`src/rtl/alu_pkg.sv`:
```
`default_nettype none
// +----------------------------------------------------------------------------+
// | Module   : alu_pkg                                                         |
// | Purpose  : Shared definitions for the registered ALU: opcode map, FSM      |
// |            state encoding, status-flag bit positions and a flag packer.    |
// | Revision : 1.0 - initial release                                           |
// +----------------------------------------------------------------------------+
package alu_pkg;

  // Opcode map (4-bit). Codes not listed here are illegal.
  localparam logic [3:0] OP_ADD  = 4'h0;
  localparam logic [3:0] OP_SUB  = 4'h1;
  localparam logic [3:0] OP_MUL  = 4'h2;
  localparam logic [3:0] OP_AND  = 4'h8;
  localparam logic [3:0] OP_OR   = 4'h9;
  localparam logic [3:0] OP_XOR  = 4'hA;
  localparam logic [3:0] OP_XNOR = 4'hB;
  localparam logic [3:0] OP_SLL  = 4'hC;
  localparam logic [3:0] OP_SRL  = 4'hD;
  localparam logic [3:0] OP_SRA  = 4'hE;

  // Sequencer states, explicitly encoded.
  typedef enum logic [1:0] {
    ST_IDLE = 2'd0,
    ST_MUL  = 2'd1,
    ST_HOLD = 2'd2
  } state_t;

  // Bit positions of the status flags inside the packed flag vector.
  localparam int FLAG_Z = 0;
  localparam int FLAG_N = 1;
  localparam int FLAG_C = 2;
  localparam int FLAG_V = 3;
  localparam int FLAG_W = 4;

  function automatic logic [FLAG_W-1:0] pack_flags(
    input logic z,
    input logic n,
    input logic c,
    input logic v
  );
    logic [FLAG_W-1:0] f;
    f         = '0;
    f[FLAG_Z] = z;
    f[FLAG_N] = n;
    f[FLAG_C] = c;
    f[FLAG_V] = v;
    return f;
  endfunction

endpackage
`default_nettype wire

```
`src/rtl/alu_comb.sv`:
```
`default_nettype none
// +----------------------------------------------------------------------------+
// | Module   : alu_comb                                                        |
// | Purpose  : Purely combinational single-cycle datapath covering every       |
// |            opcode except MUL (which is handled iteratively by alu_seq).    |
// | Ports    : a, b     in  WIDTH  operands (b low bits = shift amount)        |
// |            op       in  4      opcode                                      |
// |            result   out WIDTH  operation result (0 for illegal/MUL)        |
// |            carry    out 1      ADD carry out / SUB no-borrow               |
// |            overflow out 1      signed overflow for ADD/SUB                 |
// |            err      out 1      opcode is unassigned                        |
// | Revision : 1.0 - initial release                                           |
// +----------------------------------------------------------------------------+
module alu_comb
  import alu_pkg::*;
#(
  parameter int WIDTH = 32
) (
  input  logic [WIDTH-1:0] a,
  input  logic [WIDTH-1:0] b,
  input  logic [3:0]       op,
  output logic [WIDTH-1:0] result,
  output logic             carry,
  output logic             overflow,
  output logic             err
);

  localparam int SHW = $clog2(WIDTH);

  logic [SHW-1:0] w_shamt;
  logic [WIDTH:0] w_sum;
  logic [WIDTH:0] w_diff;

  assign w_shamt = b[SHW-1:0];
  assign w_sum   = {1'b0, a} + {1'b0, b};
  // a + ~b + 1: the extra top bit is the "no borrow" indication (a >= b).
  assign w_diff  = {1'b0, a} + {1'b0, ~b} + {{WIDTH{1'b0}}, 1'b1};

  always_comb begin
    result   = '0;
    carry    = 1'b0;
    overflow = 1'b0;
    err      = 1'b0;
    case (op)
      OP_ADD: begin
        result   = w_sum[WIDTH-1:0];
        carry    = w_sum[WIDTH];
        // Same-signed operands producing an opposite-signed sum.
        overflow = (a[WIDTH-1] == b[WIDTH-1]) && (w_sum[WIDTH-1] != a[WIDTH-1]);
      end
      OP_SUB: begin
        result   = w_diff[WIDTH-1:0];
        carry    = w_diff[WIDTH];
        // Opposite-signed operands where the difference takes b's sign.
        overflow = (a[WIDTH-1] != b[WIDTH-1]) && (w_diff[WIDTH-1] != a[WIDTH-1]);
      end
      OP_MUL: begin
        // Produced by the iterative multiplier in alu_seq.
      end
      OP_AND:  result = a & b;
      OP_OR:   result = a | b;
      OP_XOR:  result = a ^ b;
      OP_XNOR: result = ~(a ^ b);
      OP_SLL:  result = a << w_shamt;
      OP_SRL:  result = a >> w_shamt;
      OP_SRA:  result = $unsigned($signed(a) >>> w_shamt);
      default: err = 1'b1;
    endcase
  end

endmodule
`default_nettype wire

```
`src/rtl/alu_seq.sv`:
```
`default_nettype none
// +----------------------------------------------------------------------------+
// | Module   : alu_seq                                                         |
// | Purpose  : Registered ALU with valid/ready handshakes on both sides.       |
// |            Single-cycle ops finish in one clock; MUL runs a shift-add      |
// |            loop for WIDTH clocks. Result and flags are held until taken.   |
// | Ports    : clk, rst_n          clock / async active-low reset             |
// |            in_valid, in_ready  input handshake                            |
// |            a, b, op            operands and opcode                        |
// |            out_valid,out_ready output handshake                           |
// |            c                   result                                     |
// |            flag_z/n/c/v        zero, negative, carry, overflow            |
// |            op_err              opcode was unassigned                      |
// | Revision : 1.0 - initial release                                           |
// +----------------------------------------------------------------------------+
module alu_seq
  import alu_pkg::*;
#(
  parameter int WIDTH = 32
) (
  input  logic             clk,
  input  logic             rst_n,
  input  logic             in_valid,
  output logic             in_ready,
  input  logic [WIDTH-1:0] a,
  input  logic [WIDTH-1:0] b,
  input  logic [3:0]       op,
  output logic             out_valid,
  input  logic             out_ready,
  output logic [WIDTH-1:0] c,
  output logic             flag_z,
  output logic             flag_n,
  output logic             flag_c,
  output logic             flag_v,
  output logic             op_err
);

  localparam int SHW = $clog2(WIDTH);
  localparam logic [SHW-1:0] C_LAST_ITER = SHW'(WIDTH - 1);

  state_t r_state;
  state_t w_state_next;

  logic [WIDTH-1:0]   r_c;
  logic [FLAG_W-1:0]  r_flags;
  logic               r_op_err;

  logic [2*WIDTH-1:0] r_mcand;
  logic [WIDTH-1:0]   r_mplier;
  logic [2*WIDTH-1:0] r_acc;
  logic [SHW-1:0]     r_count;

  logic               w_accept;
  logic               w_is_mul;
  logic               w_mul_last;
  logic [2*WIDTH-1:0] w_acc_next;

  logic [WIDTH-1:0]   w_comb_res;
  logic               w_comb_carry;
  logic               w_comb_ovf;
  logic               w_comb_err;

  alu_comb #(
    .WIDTH (WIDTH)
  ) u_alu_comb (
    .a        (a),
    .b        (b),
    .op       (op),
    .result   (w_comb_res),
    .carry    (w_comb_carry),
    .overflow (w_comb_ovf),
    .err      (w_comb_err)
  );

  assign w_is_mul   = (op == OP_MUL);
  assign w_accept   = in_valid && in_ready;
  assign w_mul_last = (r_state == ST_MUL) && (r_count == C_LAST_ITER);
  // Add the shifted multiplicand when the current multiplier LSB is set.
  assign w_acc_next = r_mplier[0] ? (r_acc + r_mcand) : r_acc;

  // ---------------------------------------------------------------------------
  // FSM state register
  // ---------------------------------------------------------------------------
  always_ff @(posedge clk or negedge rst_n) begin
    if (!rst_n) begin
      r_state <= ST_IDLE;
    end else begin
      r_state <= w_state_next;
    end
  end

  // ---------------------------------------------------------------------------
  // FSM next state and handshake outputs
  // ---------------------------------------------------------------------------
  always_comb begin
    w_state_next = r_state;
    in_ready     = 1'b0;
    out_valid    = 1'b0;
    case (r_state)
      ST_IDLE: begin
        in_ready = 1'b1;
        if (in_valid) begin
          w_state_next = w_is_mul ? ST_MUL : ST_HOLD;
        end
      end
      ST_MUL: begin
        if (w_mul_last) begin
          w_state_next = ST_HOLD;
        end
      end
      ST_HOLD: begin
        out_valid = 1'b1;
        // A new op may enter in the same cycle the held result is consumed.
        in_ready  = out_ready;
        if (out_ready) begin
          if (in_valid) begin
            w_state_next = w_is_mul ? ST_MUL : ST_HOLD;
          end else begin
            w_state_next = ST_IDLE;
          end
        end
      end
      default: begin
        w_state_next = ST_IDLE;
      end
    endcase
  end

  // ---------------------------------------------------------------------------
  // Output registers and iterative multiplier
  // ---------------------------------------------------------------------------
  always_ff @(posedge clk or negedge rst_n) begin
    if (!rst_n) begin
      r_c      <= '0;
      r_flags  <= '0;
      r_op_err <= 1'b0;
      r_mcand  <= '0;
      r_mplier <= '0;
      r_acc    <= '0;
      r_count  <= '0;
    end else if (w_accept) begin
      if (w_is_mul) begin
        r_mcand  <= {{WIDTH{1'b0}}, a};
        r_mplier <= b;
        r_acc    <= '0;
        r_count  <= '0;
      end else begin
        r_c      <= w_comb_res;
        r_flags  <= pack_flags(w_comb_res == '0, w_comb_res[WIDTH-1],
                               w_comb_carry, w_comb_ovf);
        r_op_err <= w_comb_err;
      end
    end else if (r_state == ST_MUL) begin
      r_acc    <= w_acc_next;
      r_mcand  <= r_mcand << 1;
      r_mplier <= r_mplier >> 1;
      r_count  <= r_count + SHW'(1);
      if (w_mul_last) begin
        r_c      <= w_acc_next[WIDTH-1:0];
        r_flags  <= pack_flags(w_acc_next[WIDTH-1:0] == '0, w_acc_next[WIDTH-1],
                               |w_acc_next[2*WIDTH-1:WIDTH], 1'b0);
        r_op_err <= 1'b0;
      end
    end
  end

  assign c      = r_c;
  assign flag_z = r_flags[FLAG_Z];
  assign flag_n = r_flags[FLAG_N];
  assign flag_c = r_flags[FLAG_C];
  assign flag_v = r_flags[FLAG_V];
  assign op_err = r_op_err;

endmodule
`default_nettype wire

```
`config.mk`:
```
export PLATFORM = sky130hd
export DESIGN_NAME = alu_seq
export DESIGN_NICKNAME = d
export VERILOG_FILES = /design/src/rtl/alu_pkg.sv /design/src/rtl/alu_comb.sv /design/src/rtl/alu_seq.sv
export SDC_FILE = /design/constraint.sdc
export NUM_CORES = 1
export LEC_CHECK = 0
export ABC_AREA = 0
export CAP_MARGIN = 15
export CELL_PAD_IN_SITES_DETAIL_PLACEMENT = 1
export CELL_PAD_IN_SITES_GLOBAL_PLACEMENT = 2
export CORE_MARGIN = 2
export CORE_UTILIZATION = 41
export DETAILED_ROUTE_END_ITERATION = 16
export PLACE_DENSITY_LB_ADDON = 0.1
export SYNTH_ARGS = -nofsm -noshare
export SYNTH_HDL_FRONTEND = slang
export SYNTH_SLANG_ARGS = --single-unit
export TNS_END_PERCENT = 1
```
`constraint.sdc`:
```
create_clock -name clk -period 5.7 [get_ports clk]
set_clock_uncertainty 0.1 [all_clocks]
set_input_delay 1.14 -clock clk [delete_from_list [all_inputs] [get_ports clk]]
set_output_delay 1.14 -clock clk [all_outputs]
set_load 0.01 [all_outputs]
```
======== After elaboration in Yosys (flattened, before gate mapping) ========
Cells that the tools add are included.
word-level totals
  register bits ........................... 204
  bits of input ports ..................... 72
  output and inout bits ................... 39
  word-level logic and storage cells ...... 94
cells by class
  $add $sub $neg .......................... 5
  eq/ne operators ......................... 21
  shift-type cells ........................ 3
  multiplexer cells ....................... 37
  bitwise operators ....................... 5
  reduce and logical (&&, ||, !) cells .... 15
operator list
  operator               count
  $mux 64                7
  $pmux 32 s9            1
  $mux 32                7
  $add 32x32->33         2
  $add 64x64->64         1
  $logic_not 32->1       2
  $not 32->32            2
  $add 33x1->33 const B  1
  $and 32x32->32         1
  $or 32x32->32          1
  $reduce_or 32->1       1
  $shl 32x5->32          1
  $shr 32x5->32          1
  $sshr 32x5->32         1
  $xor 32x32->32         1
  $eq 4x4->1 const B     7
  $mux 4                 4
  $mux 5                 3
  $mux 2                 5
  $reduce_or 9->1        1
  $ne 2x2->1 const B     4
  $mux 1                 6
  $pmux 1 s2             3
  $pmux 2 s3             1
  other kinds (15)       22

======== Longest topological paths before layout ========
Gate-level depths: netlist (run 1).
  depth after elaboration ................. 8
  depth in mapped cells ................... 20
  gate-level depth less buffers ........... 16

======== Cells and area by module ========
Synthesis (run 1) repeated with hierarchy kept, for this count alone.
unflattened totals
  cell total of the unflattened synthesis .. 3065
  area total of the unflattened synthesis .. 22345.2 um^2
by module, submodules not included
  module    times used  cells an instance  area each (um^2)  seq. area each (um^2)
  alu_seq   1           1613               13162.6           5079.9
  alu_comb  1           1452               9182.6            0.0

======== Worst setup path before layout (run 1) ========
No wires, ideal clock.
  kind .................................... input to register
  start ................................... in b[3]
  end ..................................... reg r_flags[1]
  library setup time ...................... 126 ps
  data arrival time ....................... 5574 ps
  data required time ...................... 5474 ps
  setup slack ............................. -99 ps
  stages .................................. 20
  path buffers ............................ 6
  path through ............................ clkbuf_1 > buf_2 > inv_1 > clkbuf_1 > clkbuf_1 > buf_1 > ha_1 > clkbuf_1 > a21o_1 > a21oi_1 > a21oi_1 > o211ai_1 > o31ai_1 > a221o_1 > a31o_1 > a21o_1 > a21o_1 > a211oi_1 > o21ai_1 > a221o_1
on the way
  cells in the longest elaborated chain, start to end .. 6
  elaborated cells between the ends (all ways) .. 10
  those cells by class .................... 3 x add/sub; 3 x shift; 3 x mux; 1 x bitwise
RTL lines
  what                  RTL line        text
  from (decl)           alu_seq.sv:26   input logic [WIDTH-1:0] b,
  $not 32->32           alu_comb.sv:37  assign w_diff = {1'b0, a} + {1'b0, ~b} + {{WIDTH{1'b0}}, 1'b1};
  $add 32x32->33        alu_comb.sv:37
  $add 33x1->33         alu_comb.sv:37
  $pmux 32 s9 *         alu_comb.sv:44  case (op)
  $mux 4 *              alu_seq.sv:142  if (w_is_mul) begin
  $mux 4 *              alu_seq.sv:141  end else if (w_accept) begin
  to (signal assigned)  alu_seq.sv:149  r_flags <= pack_flags(w_comb_res == '0, w_comb_res[WIDTH-1],
  to (signal assigned)  alu_seq.sv:160  r_flags <= pack_flags(w_acc_next[WIDTH-1:0] == '0, w_acc_next[WIDTH-1],
  to (decl)             alu_seq.sv:45   logic [FLAG_W-1:0] r_flags;
Mark *: on every way between the ends. The rest lies on a longest branch, timed or not. The select of a mux whose other input is x is not followed.
A chain may end at the register's enable or synchronous reset.

======== Final worst setup path (run 1) ========
  start ................................... in a[0]
  end ..................................... reg r_flags[0]
on the way
  cells in the longest elaborated chain, start to end .. 6
  elaborated cells between the ends (all ways) .. 14
  those cells by class .................... 3 x add/sub; 3 x shift; 3 x mux; 4 x bitwise; 1 x reduce/logical
RTL lines
  what                                              RTL line                                        text
  from (decl)                                       alu_seq.sv:25                                   input logic [WIDTH-1:0] a,
  $add 32x32->33 or $xor 32x32->32 (tied branches)  alu_comb.sv:37, alu_comb.sv:62, alu_comb.sv:63
  $add 33x1->33 or $not 32->32 (tied branches)      alu_comb.sv:37, alu_comb.sv:63
  $pmux 32 s9 *                                     alu_comb.sv:44
  $logic_not 32->1 *                                alu_seq.sv:149
  $mux 4 *                                          alu_seq.sv:142
  $mux 4 *                                          alu_seq.sv:141
Marks and branches as above.

==> results of run 1 <==
## stage by stage
stage,setup TNS (ns),setup WS (ns)
final,0,0.239
after global routing,0,0.105
after CTS,0,0.501
after detailed placement,-0.0703,-0.0703
after global placement,0,0.0978
after floorplan,0,0.0424
## state kept, by name, indices dropped and copies added, names as in the netlist
register  flops
r_flags       4
r_count       5
op_err        1
r_mcand      64
r_state       2
r_mplier     32
c            31
r_acc        64
## worst reg2reg max path: cells and delay by family (launching register included)
family / cells / cell delay [ns]
flip-flops: 1 / 0.44
buffers and inverters: 1 / 0.19
AND/OR/NAND/NOR: 7 / 1.68
AO/OA/AOI/OAI: 5 / 2.12
adder cells (fa/ha/maj): 1 / 0.51
## per-layer routing
metal	part of all wire (%)	wire, um
met1	39	45400
met2	45	52600
met3	8.6	10100
met4	7.8	9090
met5	0.010	12
## synthesized netlist by cell type, drive strengths merged (23+ instances only)
| master | count |
|---|---|
| nor3 | 48 |
| nor4 | 35 |
| a21oi | 256 |
| mux4 | 82 |
| o21ai | 245 |
| nor2 | 243 |
| o211ai | 32 |
| clkbuf | 190 |
| o21bai | 35 |
| nor2b | 23 |
| xnor2 | 38 |
| mux2i | 60 |
| nand3 | 93 |
| a21o | 53 |
| nand4 | 60 |
| nand2 | 382 |
| a211oi | 65 |
| buf | 64 |
| dfrtp | 203 |
| ha | 162 |
| a22oi | 48 |
| inv | 127 |
| o221ai | 30 |
| o21a | 24 |
| a31oi | 23 |
| xor2 | 41 |
## worst min path at each step
| stage | startpoint | end | slack (ns) | cells after the start |
|---|---|---|---|---|
| after floorplan | r_mplier[10]$_DFFE_PN0P_ | r_mplier[10]$_DFFE_PN0P_ | 0.35 | 2 |
| after global placement | r_mplier[18]$_DFFE_PN0P_ | r_mplier[18]$_DFFE_PN0P_ | 0.36 | 2 |
| after detailed placement | r_mplier[13]$_DFFE_PN0P_ | r_mplier[13]$_DFFE_PN0P_ | 0.37 | 2 |
| after CTS | r_mplier[13]$_DFFE_PN0P_ | r_mplier[13]$_DFFE_PN0P_ | 0.38 | 2 |
| after global routing | r_mplier[15]$_DFFE_PN0P_ | r_mplier[15]$_DFFE_PN0P_ | 0.40 | 2 |
| final | r_mplier[15]$_DFFE_PN0P_ | r_mplier[15]$_DFFE_PN0P_ | 0.38 | 2 |
## kinds of logic (layout without fill, tap and decap cells)
| family | count (synthesis) | after routing | synth area share (%) |
|---|---|---|---|
| xor gates and xnor gates | 79 | 79 | 2.96 |
| and+or+nand+nor | 1005 | 1005 | 19.8 |
| other | 0 | 2 | 0 |
| DFF | 203 | 203 | 21.7 |
| AOI/OAI and AO/OA | 1025 | 1025 | 29.0 |
| adders and majority gates | 166 | 166 | 8.97 |
| buffers and inverters | 382 | 515 | 6.43 |
| muxes | 155 | 155 | 11.1 |
## cell type report
type,instances,area share [%]
Antenna cell,2,0.0185
Clock inverter,12,0.342
Inverter,128,1.77
Multi-Input combinational cell,2430,62.1
Timing Repair Buffer,339,10.7
Sequential cell,203,18.7
Tap cell,756,3.49
Clock buffer,36,2.80
## power by group through the flow
stage / clock (mW) / sequential (mW) / combinational (mW)
after floorplan: 0 / 2.40 / 4.04
after global placement: 0 / 2.67 / 5.93
after detailed placement: 0 / 2.70 / 6.08
after CTS: 1.72 / 2.69 / 6.12
after global routing: 1.77 / 2.78 / 6.79
final: 1.69 / 2.73 / 6.23
==> run metrics, run 1 <==
CTS tree=yes; num rows=87; Synthesized Nets=approximately 3300; synthesized area=around 0.023 mm2; slowest cell on the critical path=a2111oi_0; Port Buffer Count=110; Top FF cell, synth=dfrtp_1; vias in the first global route=~27000; crit-path max FO=3; Die Height=~240 um; Starting DRT DRC Count=roughly 2400; worst setup path start=a[0]; Switching Share=between 50% and 60%; antenna violations before repair=1; Via density=approximately 6.7; final setup vio count=0; Most common cell on crit path=nor4_1; worst IR drop on VDD=286 uV; GRT overflow=0; most common cell after layout, fill and taps aside=nand2_1; post-DP HPWL=92.7 mm; cell family with most CP delay=simple AND/OR/NAND/NOR gates; Final Hold Fails=0; commonest non-fill, non-tap cells in the layout=nand2_1, a21oi_1, nor2_1; largest area contributor in the netlist=dfrtp_1; power per cell area=393 mW/mm2; clock sinks=between 200 and 250; DRC=0; placed insts=a little under 4000; Post-CTS Resized=0; critical setup path kind=input pin to flop; Tot GR Track Use=about two fifths; area of the multi-input gates=0.0168 mm2; largest net degree at the start of global routing=roughly 120; worst r2r src=r_acc[33]$_DFFE_PN0P_; crit-path cells=clkdlybuf4s50_1, inv_1, ha_1, inv_1, fa_1, mux2_2, a32oi_1, nor2_1, a2111oi_0, o221ai_1, nor4_1, nand4_1, nor4_1, nand3b_1, nor4_1, buf_4, nand4_1, o211ai_1; share of layout cells above drive strength 1=13.2%; FFs w/ async S/R, synth=100%; RR Endpoint=r_flags[2]$_DFFE_PN0P_; syn_area_per_cell=7.75 um2; unique cell type count in the Yosys netlist=101; Final Cycle Share=approximately 96%; DP Area=between 0.02 and 0.03 mm2; worst skew pair latency=between 0.6 and 0.7 ns; Hold Buf Count CTS=0; Seq cells post-synth=203; Fillers=slightly below 7000; Final Util=about half; GR met3 Demand/Resource=roughly 7.7%; Req. time, crit path=between 6 and 7 ns; CTS root buf=clkbuf_16; grt met1 use=a little under half; Critical Path AT=between 5 and 6 ns; first-pass GRT wire length=175 mm; Register-to-Register Path Depth=14; LEAKAGE=between 10 and 15 nW; clock tree buffer depth=3; post-route insts no fill=~4000; Max Clock Freq=about 180 MHz; critical path depth=18; RSZ-0062 raised after global routing=false; Chip Width=243 um; Die Footprint=slightly below 0.06 mm2; sequential power share=25.7%; number of post-CTS setup repair buffers=0; I/O Pins=between 100 and 150; WP buf/inv=4; Routed WL=between 100 and 150 mm; Yosys top cell area share=approximately 22%; crit path launch type=input pin; Max Cap Violations=0; final instance area=approximately 0.027 mm2; Yosys Warn Count=0; Max Slew Vio Count=0; Core ar.=roughly 0.056 mm2; Critical Path Sink Type=flop; GP Congestion=1.06; crit-path max cell delay=0.55 ns; status=complete, no violations; Clock Power Share=around 16%; Post-synth EDFFs=0; cts bufs inserted=27; Least-Margin Pin Slew=about 1.2 ns; sequential share of the synthesized area=between 20% and 30%; Mapped Cells=3015; min Tclk post-route=approximately 5.5 ns; Worst setup endpoint=r_flags[0]$_DFFE_PN0P_; Top Usage Layer GRT=met2; Seq. cell area=between 0.005 and 0.006 mm2; flop-to-flop setup slack=0.56 ns; WL/cell=between 30 and 40 um; top post-synthesis cells by area=dfrtp_1, ha_1, mux4_2, nand2_1, a21oi_1; Clock Pin Slew Worst Setup and Hold Paths=0.06 ns; Net Sw Power=5.41 mW; Starting Density=between 40% and 50%; total power draw=approximately 11 mW; Layout area overhead=16.0%; max_slew headroom=between 15 and 20%; Hold WC Path Type=flop to flop; combinational power share=58.5%; first drt pass iteration count=5; GR Util met2=between 60% and 70%; cell-internal power=approximately 5.2 mW; via count=26100; Fin Hold WS=roughly 0.38 ns; Antenna Nets Post-Route=0; H-tree depth=1; nets@finish=3366
No activity file was read; power rests on OpenSTA's default activity.
==> inputs of run 2 (changes only) <==
--- a/config.mk
+++ b/config.mk
@@ -12,7 +12,7 @@
 export CORE_MARGIN = 2
 export CORE_UTILIZATION = 41
 export DETAILED_ROUTE_END_ITERATION = 16
-export PLACE_DENSITY_LB_ADDON = 0.1
+export PLACE_DENSITY = 0.85
 export SYNTH_ARGS = -nofsm -noshare
 export SYNTH_HDL_FRONTEND = slang
 export SYNTH_SLANG_ARGS = --single-unit
==> run metrics, run 2 (same netlist as run 1, synthesis figures left out) <==
Worst Hold Launch=r_mplier[11]$_DFFE_PN0P_ (was r_mplier[15]$_DFFE_PN0P_); crit-path max FO=6 (was 3); CTS root buf=clkbuf_16 (unchanged); post-DP HPWL=92.8 mm (was 92.7 mm); clock sinks=203 (unchanged); vias in the first global route=26600 (was 26900); Starting DRT DRC Count=2471 (was 2426); placed insts=3845 (was 3856); GR met3 Demand/Resource=5.74% (was 7.67%); Req. time, crit path=6.04 ns (was 6.11 ns); crit path launch type=flop (was input pin); I/O Pins=111 (unchanged); Hold EP=r_mplier[11]$_DFFE_PN0P_ (was r_mplier[15]$_DFFE_PN0P_); Max Cap Violations=0 (unchanged); RSZ-0062 raised after global routing=false (unchanged); Antenna Nets Post-Route=0 (unchanged); via count=26200 (was 26100); Clock Pin Slew Worst Setup and Hold Paths=0.06 ns (about the same); critical setup path kind=flop to flop (was input pin to flop); first drt pass iteration count=6 (was 5); largest net degree at the start of global routing=111 (was 121); Fillers=6886 (was 6930); WL/cell=30.4 um (was 30.0 um); worst IR drop on VDD=241 uV (was 286 uV); Hold WC Path Type=flop to flop (unchanged); DRC=0 (unchanged); biggest regs=r_acc: 64 flops, r_mcand: 64 flops, r_mplier: 32 flops (unchanged); Hold Crit Depth=2 (unchanged); LEAKAGE=11.8 nW (was 11.7 nW); post-route insts no fill=3893 (was 3906); GP Congestion=1.09 (was 1.06); number of post-CTS setup repair buffers=0 (unchanged); Tot GR Track Use=38.9% (was 39.0%); Register-to-Register Path Depth=15 (was 14); Starting Density=41.4% (unchanged); Fin Hold WS=0.381 ns (was 0.380 ns); Hold Buf Count CTS=0 (unchanged); antenna violations before repair=1 (unchanged); Core ar.=0.0564 mm2 (unchanged); first-pass GRT wire length=175 mm (about the same); cts bufs inserted=27 (unchanged); Final Cycle Share=93.8% (was 95.8%); most common cell after layout, fill and taps aside=nand2_1 (unchanged); Die Height=243 um (unchanged); final setup vio count=0 (unchanged); setup_tns=0 ns (unchanged); num rows=87 (unchanged); RR Endpoint=r_flags[2]$_DFFE_PN0P_ (unchanged); worst skew pair latency=0.56 ns (was 0.61 ns); min Tclk post-route=5.34 ns (was 5.46 ns); Max Clock Freq=187 MHz (was 183 MHz); Via density=6.72 (was 6.69); Max Slew Vio Count=0 (unchanged); nets@finish=3355 (was 3366); flop-to-flop setup slack=0.36 ns (was 0.56 ns); Die Footprint=0.0589 mm2 (unchanged); grt met1 use=48.9% (was 48.0%); H-tree depth=1 (unchanged); GRT overflow=0 (unchanged); share of layout cells above drive strength 1=12.9% (was 13.2%); clock tree buffer depth=3 (unchanged); Least-Margin Pin Slew=1.12 ns (was 1.24 ns); power per cell area=397 mW/mm2 (was 393 mW/mm2); status=complete, no violations (unchanged); Critical Path Sink Type=flop (unchanged); Routed WL=118 mm (was 117 mm); Layout area overhead=16.3% (was 16.0%); worst r2r src=r_mcand[0]$_DFFE_PN0P_ (was r_acc[33]$_DFFE_PN0P_); max_slew headroom=24.0% (was 15.2%); Final Hold Fails=0 (unchanged); CTS tree=yes (unchanged); Chip Width=243 um (unchanged); Port Buffer Count=110 (unchanged); GR Util met2=63.4% (was 62.1%); Top Usage Layer GRT=met2 (unchanged); Critical Path AT=5.69 ns (was 5.87 ns); commonest non-fill, non-tap cells in the layout=nand2_1, a21oi_1, nor2_1 (unchanged); Post-CTS Resized=0 (unchanged)
## run 2: cell types whose count changed in the layout (fill, tap and decap cells not counted), moves of 2 or more
cell        delta
clkinv_2       -2
clkbuf_1       -2
clkinvlp_4     -2
clkbuf_8       -2
buf_4         -15
inv_6          +2
bufinv_16      +5
buf_12         +4
## run 2: final cells by class
cell class / instances / area [um2] / share of cell area, %
diodes: 1 / 2.50 / 0.00921
clock buffers: 32 / 724 / 2.67
clock inverters: 15 / 231 / 0.852
inverters: 128 / 480 / 1.77
multi-input cells: 2430 / 16800 / 62.0
flip-flops and latches: 203 / 5080 / 18.7
well taps: 756 / 946 / 3.48
repair buffers: 328 / 2870 / 10.5
## run 2: critical path: stages (launching register included)
cell and delay, ns:
dfrtp_1 0.42, ha_1 0.26, fa_1 0.44, a21oi_1 0.35, o21ai_0 0.26, nand4_1 0.15
o221ai_1 0.11, buf_4 0.19, o311ai_1 0.91, a2111oi_1 0.32, o311a_1 0.42, a2111oi_1 0.52
nand4_1 0.19, nor4_1 0.24, o2111a_1 0.31, nor2_1 0.06
## run 2: report_power, final
part	switching [mW]	internal (mW)
registers	0.666	2.02
logic	3.98	2.26
clock network	0.720	1.14
## run 2: metrics by stage
step,utilization [%],area [um2],setup slack [ns],power (mW)
2_1_floorplan,-,23400,0.0424,6.44
3_3_place_gp,46.5,26200,0.124,8.54
3_5_place_dp,46.5,26200,0.0720,8.74
4_1_cts,48.2,27200,0.442,10.7
5_1_grt,48.2,27200,0.143,11.4
6_report,48.2,27200,0.356,10.8
## run 2: worst max-delay path by stage
stage,end,start,depth (start not counted),slack (ns)
global route,r_flags[2]$_DFFE_PN0P_,r_mcand[0]$_DFFE_PN0P_,15,0.14
global placement,r_flags[0]$_DFFE_PN0P_,a[0],17,0.12
floorplan,r_flags[1]$_DFFE_PN0P_,b[3],20,0.04
detailed placement,r_flags[0]$_DFFE_PN0P_,a[1],16,0.07
finish,r_flags[2]$_DFFE_PN0P_,r_mcand[0]$_DFFE_PN0P_,15,0.36
CTS,r_flags[2]$_DFFE_PN0P_,r_mcand[0]$_DFFE_PN0P_,15,0.44
## run 2: routing by layer
metal	share of wire (%)	wire [um]	vias up
met4	7.3	8580	0
met2	45	53500	1287
met1	40	46900	13100
met3	7.8	9180	358
met5	0	0	-
li1	-	-	11400
==> inputs of run 3 (changes only) <==
--- a/config.mk
+++ b/config.mk
@@ -6,11 +6,11 @@
 export NUM_CORES = 1
 export LEC_CHECK = 0
 export ABC_AREA = 0
-export CAP_MARGIN = 15
 export CELL_PAD_IN_SITES_DETAIL_PLACEMENT = 1
 export CELL_PAD_IN_SITES_GLOBAL_PLACEMENT = 2
 export CORE_MARGIN = 2
 export CORE_UTILIZATION = 41
+export CTS_CLUSTER_DIAMETER = 40
 export DETAILED_ROUTE_END_ITERATION = 16
 export PLACE_DENSITY = 0.85
 export SYNTH_ARGS = -nofsm -noshare
==> run metrics, run 3 (same netlist as run 1, synthesis figures left out) <==
status=complete, no violations (unchanged); Fillers=6847 (was 6886); num rows=87 (unchanged); Max Clock Freq=187 MHz (about the same); cts bufs inserted=45 (was 27); crit-path max cell delay=0.89 ns (was 0.91 ns); crit-path max FO=6 (unchanged); GP Congestion=1.09 (unchanged); power per cell area=420 mW/mm2 (was 397 mW/mm2); Seq. cell area=0.00508 mm2 (unchanged); LEAKAGE=12.1 nW (was 11.8 nW); DRC=0 (unchanged); share of layout cells above drive strength 1=13.9% (was 12.9%); worst setup path start=r_mcand[0]$_DFFE_PN0P_ (unchanged); Routed WL=120 mm (was 118 mm); commonest non-fill, non-tap cells in the layout=nand2_1, a21oi_1, nor2_1 (unchanged); worst IR drop on VDD=309 uV (was 241 uV); Port Buffer Count=110 (unchanged); CTS tree=yes (unchanged); largest net degree at the start of global routing=111 (unchanged); first drt pass iteration count=5 (was 6); I/O Pins=111 (unchanged); via count=26300 (was 26200); setup_tns=0 ns (unchanged); Die Footprint=0.0589 mm2 (unchanged); Starting Density=41.4% (unchanged); crit path launch type=flop (unchanged); Core ar.=0.0564 mm2 (unchanged); slowest cell on the critical path=o311ai_1 (unchanged); Hold WC Path Type=flop to flop (unchanged); min Tclk post-route=5.35 ns (was 5.34 ns); Starting DRT DRC Count=2560 (was 2471); nets@finish=3373 (was 3355); Hold Buf Count CTS=0 (unchanged); area of the multi-input gates=0.0168 mm2 (unchanged); Clock Pin Slew Worst Setup and Hold Paths=0.05 ns (was 0.06 ns); Layout area overhead=19.0% (was 16.3%); first-pass GRT wire length=177 mm (was 175 mm); post-DP HPWL=92.8 mm (unchanged); Final Util=49.3% (was 48.2%); Final Cycle Share=93.9% (was 93.8%); Switching Share=48.3% (was 49.7%); Net Sw Power=5.64 mW (was 5.36 mW); Req. time, crit path=6.04 ns (about the same); final setup vio count=0 (unchanged); Clock Power Share=23.3% (was 17.2%); Post-CTS Resized=0 (unchanged); Via density=6.70 (was 6.72); GRT overflow=0 (unchanged); number of post-CTS setup repair buffers=0 (unchanged); most common cell after layout, fill and taps aside=nand2_1 (unchanged); clock sinks=203 (unchanged); worst skew pair latency=0.58 ns (was 0.56 ns); Max Cap Violations=0 (unchanged); WL/cell=30.5 um (was 30.4 um); Die Height=243 um (unchanged); sequential power share=23.1% (was 24.9%); cell family with most CP delay=compound AO/OA/AOI/OAI gates (unchanged); cell-internal power=6.04 mW (was 5.42 mW); crit-path cells=ha_1, fa_1, a21oi_1, o21ai_0, nand4_1, o221ai_1, buf_4, o311ai_1, or3_1, nand3_1, a2111oi_0, o2111ai_1, nor4_1, o2111a_1, nor2_1 (was ha_1, fa_1, a21oi_1, o21ai_0, nand4_1, o221ai_1, buf_4, o311ai_1, a2111oi_1, o311a_1, a2111oi_1, nand4_1, nor4_1, o2111a_1, nor2_1); Final Hold Fails=0 (unchanged); H-tree depth=2 (was 1); Worst Hold Launch=r_mplier[11]$_DFFE_PN0P_ (unchanged); Chip Width=243 um (unchanged); Critical Path AT=5.69 ns (about the same); clock tree buffer depth=3 (unchanged); vias in the first global route=27100 (was 26600); WP buf/inv=1 (unchanged); antenna violations before repair=5 (was 1); Max Slew Vio Count=0 (unchanged); Tot GR Track Use=39.7% (was 38.9%); CTS root buf=clkbuf_16 (unchanged); Antenna Nets Post-Route=0 (unchanged); max_slew headroom=24.1% (was 24.0%); combinational power share=53.7% (was 57.9%); RSZ-0062 raised after global routing=false (unchanged); worst r2r src=r_mcand[0]$_DFFE_PN0P_ (unchanged); Critical Path Sink Type=flop (unchanged); critical setup path kind=flop to flop (unchanged); Least-Margin Pin Slew=1.14 ns (was 1.12 ns); biggest regs=r_acc: 64 flops, r_mcand: 64 flops, r_mplier: 32 flops (unchanged)
-- run 3: cell count changes in the layout (fill, tap and decap cells not counted), moves of 2 or more --
cell	before	now
clkbuf_16	27	46
clkinvlp_4	2	4
inv_6	2	6
clkinv_4	2	10
diode_2	1	4
clkinv_2	3	5
-- run 3: layout make-up --
type | instances | share of cell area, %
multi-input cells | 2430 | 60.6
flip-flops and latches | 203 | 18.3
repair buffers | 328 | 10.3
clock buffers | 49 | 4.25
well taps | 756 | 3.40
inverters | 128 | 1.73
clock inverters | 33 | 1.41
diodes | 4 | 0.0360
-- run 3: metrics by stage --
step | setup WS, ns | std cells | power [mW] | area, um2 | hold WS [ns]
floorplan | 0.0424 | 3015 | 6.44 | 23400 | 0.347
global placement | 0.124 | 3845 | 8.54 | 26200 | 0.358
detailed placement | 0.0720 | 3845 | 8.74 | 26200 | 0.368
CTS | 0.411 | 3927 | 11.6 | 27800 | 0.380
global route | 0.0718 | 3929 | 12.3 | 27800 | 0.402
finish | 0.350 | 3931 | 11.7 | 27800 | 0.380
-- run 3: layer usage --
metal  vias up  GRT usage [%]  wire length (um)  share of wire (%)
met5         -              0                46              0.038
met4         6           25.1              8590                7.2
met3       364           6.86              8990                7.5
met2      1221           64.6             55000                 46
met1     13300           48.7             47000                 39
li1      11500              -                 -                  -
-- run 3: final timing paths --
path	to	cells after the start	slack [ns]
min in group asynchronous	r_acc[15]$_DFFE_PN0P_	1	0.49
worst max-delay path	r_flags[2]$_DFFE_PN0P_	15	0.35
worst min register to register	r_mplier[11]$_DFFE_PN0P_	2	0.38
max in group asynchronous	r_mplier[8]$_DFFE_PN0P_	2	3.83
worst min-delay path	r_mplier[11]$_DFFE_PN0P_	2	0.38
worst max register to register	r_flags[2]$_DFFE_PN0P_	15	0.35
-- run 3: power by group through the flow --
stage | clock, mW | sequential, mW | combinational [mW]
after global placement | 0 | 2.63 | 5.91
final | 2.72 | 2.69 | 6.27
after global routing | 2.81 | 2.75 | 6.78
after detailed placement | 0 | 2.67 | 6.07
after floorplan | 0 | 2.40 | 4.04
after CTS | 2.75 | 2.66 | 6.15
-- run 3: tightest hold or removal path, stage by stage, from the launching register on --
cell and delay, ns:
dfrtp_1 0.34, nand2_1 0.05, nand2_1 0.05
